**config.mk**
```make
export PLATFORM = sky130hd
export DESIGN_NAME = vga_crtc
export DESIGN_NICKNAME = d
export VERILOG_FILES = /design/src/rtl/vga_crtc.sv
export SDC_FILE = /design/constraint.sdc
export NUM_CORES = 1
export LEC_CHECK = 0
export BUFFER_PORTS_ARGS = -buffer_cell sky130_fd_sc_hd__buf_2
export CAP_MARGIN = 0
export CORE_UTILIZATION = 56
export DETAILED_ROUTE_END_ITERATION = 10
export PLACE_DENSITY = 0.87
export REMOVE_ABC_BUFFERS = 1
export SYNTH_ARGS = -nofsm -noshare
export SYNTH_HDL_FRONTEND = slang
export SYNTH_SLANG_ARGS = --single-unit
export TNS_END_PERCENT = 1
```
**constraint.sdc**
```tcl
create_clock -name clk_i -period 4.15 [get_ports clk_i]
set_clock_uncertainty 0.1 [all_clocks]
set_input_delay 0.83 -clock clk_i [delete_from_list [all_inputs] [get_ports clk_i]]
set_output_delay 0.83 -clock clk_i [all_outputs]
set_load 0.02 [all_outputs]
```
**src/rtl/vga_crtc.sv**
```systemverilog
// 640x480@60 video timing generator for the 80x30 text display.
// Produces pixel enable, syncs, character/glyph coordinates and blinking cursor flag.
module vga_crtc #(
    parameter int CLK_DIV      = 4,
    parameter int H_DISPLAY    = 640,
    parameter int H_FRONT      = 16,
    parameter int H_SYNC       = 96,
    parameter int H_BACK       = 48,
    parameter int V_DISPLAY    = 480,
    parameter int V_FRONT      = 10,
    parameter int V_SYNC       = 2,
    parameter int V_BACK       = 33,
    parameter int CURSOR_TOP   = 14,
    parameter int BLINK_FRAMES = 16
) (
    input  logic       clk_i,
    input  logic       rst_ni,
    input  logic       cursor_en_i,
    input  logic [6:0] cursor_col_i,
    input  logic [4:0] cursor_row_i,
    output logic       en_o,
    output logic       hsync_o,
    output logic       vsync_o,
    output logic       video_on_o,
    output logic [6:0] col_o,
    output logic [4:0] row_o,
    output logic [2:0] glyph_x_o,
    output logic [3:0] glyph_y_o,
    output logic       cursor_o,
    output logic       frame_o
);

    localparam int H_TOTAL = H_DISPLAY + H_FRONT + H_SYNC + H_BACK;
    localparam int V_TOTAL = V_DISPLAY + V_FRONT + V_SYNC + V_BACK;
    localparam int DIV_W   = (CLK_DIV > 1) ? $clog2(CLK_DIV) : 1;
    localparam int BW      = (BLINK_FRAMES > 1) ? $clog2(BLINK_FRAMES) : 1;

    localparam logic [DIV_W-1:0] DIV_LAST = DIV_W'(CLK_DIV - 1);
    localparam logic [9:0] H_LAST   = 10'(H_TOTAL - 1);
    localparam logic [9:0] V_LAST   = 10'(V_TOTAL - 1);
    localparam logic [9:0] H_DISP   = 10'(H_DISPLAY);
    localparam logic [9:0] V_DISP   = 10'(V_DISPLAY);
    localparam logic [9:0] HS_START = 10'(H_DISPLAY + H_FRONT);
    localparam logic [9:0] HS_END   = 10'(H_DISPLAY + H_FRONT + H_SYNC - 1);
    localparam logic [9:0] VS_START = 10'(V_DISPLAY + V_FRONT);
    localparam logic [9:0] VS_END   = 10'(V_DISPLAY + V_FRONT + V_SYNC - 1);
    localparam logic [9:0] VS_PRE   = 10'(V_DISPLAY + V_FRONT - 1);
    localparam logic [BW-1:0] BLINK_LAST = BW'(BLINK_FRAMES - 1);
    localparam logic [3:0] CUR_TOP  = 4'(CURSOR_TOP);

    logic [DIV_W-1:0] div_q, div_d;
    logic [9:0]       h_q, h_d;
    logic [9:0]       v_q, v_d;
    logic [BW-1:0]    bcnt_q, bcnt_d;
    logic             blink_q, blink_d;
    logic             cen_q, cen_d;
    logic [6:0]       ccol_q, ccol_d;
    logic [4:0]       crow_q, crow_d;
    logic             hsync_q, hsync_d;
    logic             vsync_q, vsync_d;
    logic             von_q, von_d;
    logic             cursor_q, cursor_d;
    logic             frame_q, frame_d;
    logic             en;
    logic             h_last;

    always_comb begin
        en      = (div_q == DIV_LAST);
        h_last  = (h_q == H_LAST);
        div_d   = en ? '0 : div_q + DIV_W'(1);
        h_d     = h_q;
        v_d     = v_q;
        bcnt_d  = bcnt_q;
        blink_d = blink_q;
        cen_d   = cen_q;
        ccol_d  = ccol_q;
        crow_d  = crow_q;
        frame_d = 1'b0;
        if (en) begin
            h_d = h_last ? '0 : h_q + 10'd1;
            if (h_last) begin
                v_d = (v_q == V_LAST) ? '0 : v_q + 10'd1;
            end
        end
        // Entering vsync: VBL pulse, blink step and tear-free cursor latch
        if (en && h_last && (v_q == VS_PRE)) begin
            frame_d = 1'b1;
            cen_d   = cursor_en_i;
            ccol_d  = cursor_col_i;
            crow_d  = cursor_row_i;
            if (bcnt_q == BLINK_LAST) begin
                bcnt_d  = '0;
                blink_d = ~blink_q;
            end else begin
                bcnt_d = bcnt_q + BW'(1);
            end
        end
        hsync_d  = !((h_d >= HS_START) && (h_d <= HS_END));
        vsync_d  = !((v_d >= VS_START) && (v_d <= VS_END));
        von_d    = (h_d < H_DISP) && (v_d < V_DISP);
        cursor_d = von_d && cen_d && blink_d
                   && (ccol_d == h_d[9:3]) && (crow_d == v_d[8:4])
                   && (v_d[3:0] >= CUR_TOP);
    end

    always_ff @(posedge clk_i or negedge rst_ni) begin
        if (!rst_ni) begin
            div_q    <= '0;
            h_q      <= '0;
            v_q      <= '0;
            bcnt_q   <= '0;
            blink_q  <= 1'b1;
            cen_q    <= 1'b0;
            ccol_q   <= '0;
            crow_q   <= '0;
            hsync_q  <= 1'b1;
            vsync_q  <= 1'b1;
            von_q    <= 1'b0;
            cursor_q <= 1'b0;
            frame_q  <= 1'b0;
        end else begin
            div_q    <= div_d;
            h_q      <= h_d;
            v_q      <= v_d;
            bcnt_q   <= bcnt_d;
            blink_q  <= blink_d;
            cen_q    <= cen_d;
            ccol_q   <= ccol_d;
            crow_q   <= crow_d;
            hsync_q  <= hsync_d;
            vsync_q  <= vsync_d;
            von_q    <= von_d;
            cursor_q <= cursor_d;
            frame_q  <= frame_d;
        end
    end

    assign en_o       = en;
    assign hsync_o    = hsync_q;
    assign vsync_o    = vsync_q;
    assign video_on_o = von_q;
    assign col_o      = h_q[9:3];
    assign row_o      = v_q[8:4];
    assign glyph_x_o  = h_q[2:0];
    assign glyph_y_o  = v_q[3:0];
    assign cursor_o   = cursor_q;
    assign frame_o    = frame_q;

endmodule

```
==> results_dict.tcl <==
set metrics [dict create \
    std_cell_rows 23 \
    power_frac_seq_pct 59.0 \
    viasPerCell 6.06 \
    area.growth.synth_to_final_pct 9.85 \
    cts_resized 0 \
    slew_headroom_pct 34.8 \
    worstPathCellList "or4b_4 -> or4_4 -> nor2_4 -> mux2_2 -> xor2_1 -> or4_4 -> nor4b_2" \
    initial_utilization_pct 59.6 \
    fin_crit_sh_pct 84.3 \
    num_antenna_cells 0 \
    die_w_um 68.2 \
    postCtsHoldBufs 0 \
    gp_congestion 0.863 \
    cp_num_buf_inv 0 \
    worstPathRequired_ps 4280 \
    wl_per_cell_um 16.0 \
    synth-seq-cells 45 \
    pwr-share-clk_pct 39.0 \
    synthAdderAreaFrac_pct 3.06 \
    fin_nets 294 \
    clk_pin_slew_ps 100 \
    critPathLaunchType "flip-flop" \
    hpwl_um 3830 \
    switchingPower_uw 177 \
    maxCapViolations 0 \
    via_count 1965 \
    clk_path_buf_depth 2 \
    grt_start_max_net_pins 46 \
    dr.pass1.iters 4 \
    netlist_instances 242 \
    power_uw 743 \
    vdd_drop_max_v 0.000166 \
    synth.area.mux_share_pct 4.69 \
    ioPinCount 40 \
    power_frac_comb_pct 2.0 \
    power.internal_uw 566 \
    fin_setup_tns_ps 0 \
    end_kind "flip-flop" \
    cp.arrival_ps 3630 \
    core_area_mm2 0.00412 \
    port-buffer-count 39 \
    htree_levels 2 \
    synth-async-reset-ratio_pct 100 \
    crit_type "flip-flop to flip-flop" \
    synth_cell_types 57 \
    antenna_found_initial 0 \
    leakage_nw 1.25 \
    setup_viol 0 \
    rsz0062_at_grt "false" \
    insertion_delay_ps 320 \
    hp-class "flip-flop to flip-flop" \
    syn_area_mm2 0.00245 \
    clockRootBuffer "clkbuf_8" \
    cts_buffers 5 \
    drv_slew 0 \
    outcome "finished, final reports clean" \
    grt_use_total_pct 25.2 \
    seq_area_frac_synth_pct 46.1 \
    synth_edf_count 0 \
    drcViolationCount 0 \
    critPathMaxFanout 11 \
    drive_gt1_share_pct 25.9 \
    cpMaxStageDelayCell "or4b_4" \
    powerDensity_mw_per_mm2 276 \
    synth_xor_area_share_pct 5.00 \
    slowest_delay_ps 610 \
    synth_simple_gate_area_share_pct 23.7 \
    dieArea_mm2 0.00465 \
    yosys_warnings 0 \
    cp_common_cell "or4_4" \
    cts_tree "done" \
    drtAntennaViolNets 0 \
    synth_compound_area_share_pct 11.3 \
    cts_setup_buffers 0 \
    clock-sinks 45 \
    netSwitchingFraction_pct 23.8 \
    routed_wl_um 5170 \
    critical_path.top_delay_family "simple AND/OR/NAND/NOR gates" \
    hold_viol_final 0 \
    worst_slew_pin_slew_ps 978 \
    post-route-min-period_ps 3500 \
    grt_pass1_vias 1762 \
    post_synth.cell_area_avg_um2 10.1 \
    first_iter_violations 165 \
    grt_pass1_wl_um 8390 \
    die_h_um 68.2 \
    synth_top_family_by_area "simple AND/OR/NAND/NOR gates" \
    grt_overflow 0 \
    fmax_ghz 0.286 \
    synth_flop_cell "dfrtp_1" \
]
==> synth_stat cells (5+ instances only) <==
master / instances / area share (%)
dfrtp_1: 42 / 43
o21ai_0: 15 / 3.1
a21oi_1: 7 / 1.4
xor2_1: 9 / 3.2
nand2_1: 19 / 2.9
buf_4: 10 / 3.1
nor3_1: 7 / 1.4
inv_1: 9 / 1.4
ha_1: 6 / 3.1
xnor2_1: 5 / 1.8
nor2_1: 8 / 1.2
nand4_1: 10 / 2.6
mux2_2: 8 / 3.7
nand3_1: 16 / 3.3
nand2b_1: 5 / 1.3
and3_1: 9 / 2.3
==> final timing paths <==
kind | start | to | slack (ps) | depth (start not counted)
max | h_q[5] | cursor_o | 650 | 7
min | div_q[0] | div_q[0] | 330 | 1
max reg2reg | h_q[5] | cursor_o | 650 | 7
min reg2reg | div_q[0] | div_q[0] | 330 | 1
max in group asynchronous | rst_ni | ccol_q[4] | 2780 | 1
min in group asynchronous | rst_ni | ccol_q[6] | 570 | 1
==> cell usage in the layout (no fill, tap or decap), types with 6 or more instances in the layout <==
cell type / synthesis / final
a21oi_1: 7 / 7
and3_1: 9 / 9
buf_2: 1 / 39
dfrtp_1: 42 / 42
ha_1: 6 / 6
inv_1: 9 / 9
mux2_2: 8 / 8
nand2_1: 19 / 19
nand3_1: 16 / 16
nand4_1: 10 / 10
nor2_1: 8 / 8
nor3_1: 7 / 7
o21ai_0: 15 / 15
xor2_1: 9 / 9
==> state kept, by name, indices dropped and copies added (netlist names) <==
name,count
div_q,2
v_q,10
hsync_o,1
frame_o,1
cursor_o,1
vsync_o,1
crow_q,5
bcnt_q,4
blink_q,1
h_q,10
ccol_q,7
video_on_o,1
cen_q,1
==> through the flow <==
stage          hold slack, ps  instances  util [%]  setup slack, ps  area [µm²]
4_1_cts                   338        324      65.5              644        2690
3_5_place_dp              325        316      63.2              653        2600
6_report                  330        324      65.5              653        2690
3_3_place_gp              317        316      63.2              731        2600
2_1_floorplan             303        226         -              747        2330
5_1_grt                   350        324      65.5              514        2690
==> worst reg2reg max path, stage by stage, from the launching register on <==
cell,delay [ps]
dfrtp_1,460
or4b_4,610
or4_4,610
nor2_4,320
mux2_2,400
xor2_1,170
or4_4,510
nor4b_2,240
==> cell type report <==
class,instances,area [µm²]
repair buffers,40,203
multi-input cells,172,1170
flip-flops and latches,45,1130
well taps,50,62.6
clock buffers,5,68.8
clock inverters,3,25.0
fillers,323,1420
inverters,9,33.8
==> cells by family (layout without fill, tap and decap cells) <==
kind of cell	after synthesis	count (layout)
AND/OR/NAND/NOR	98	98
flip-flops	45	45
AO/OA/AOI/OAI	44	44
buffers and inverters	25	57
XOR/XNOR	14	14
multiplexers	10	10
adder cells (fa/ha/maj)	6	6
==> metal layers <==
metal  global-route usage [%]  routed length [µm]
met1                     35.5                2300
met2                     36.0                2390
met3                     5.33                 316
met4                     13.0                 165
met5                        0                   0
==> power groups by stage <==
stage | clock, mW | combinational [mW] | sequential, mW
finish | 0.290 | 0.0150 | 0.438
global route | 0.311 | 0.0174 | 0.438
CTS | 0.291 | 0.0157 | 0.438
detailed placement | 0 | 0.0158 | 0.447
global placement | 0 | 0.0154 | 0.447
floorplan | 0 | 0.000157 | 0.447
Note: power is estimated with default switching activity, not from simulation.
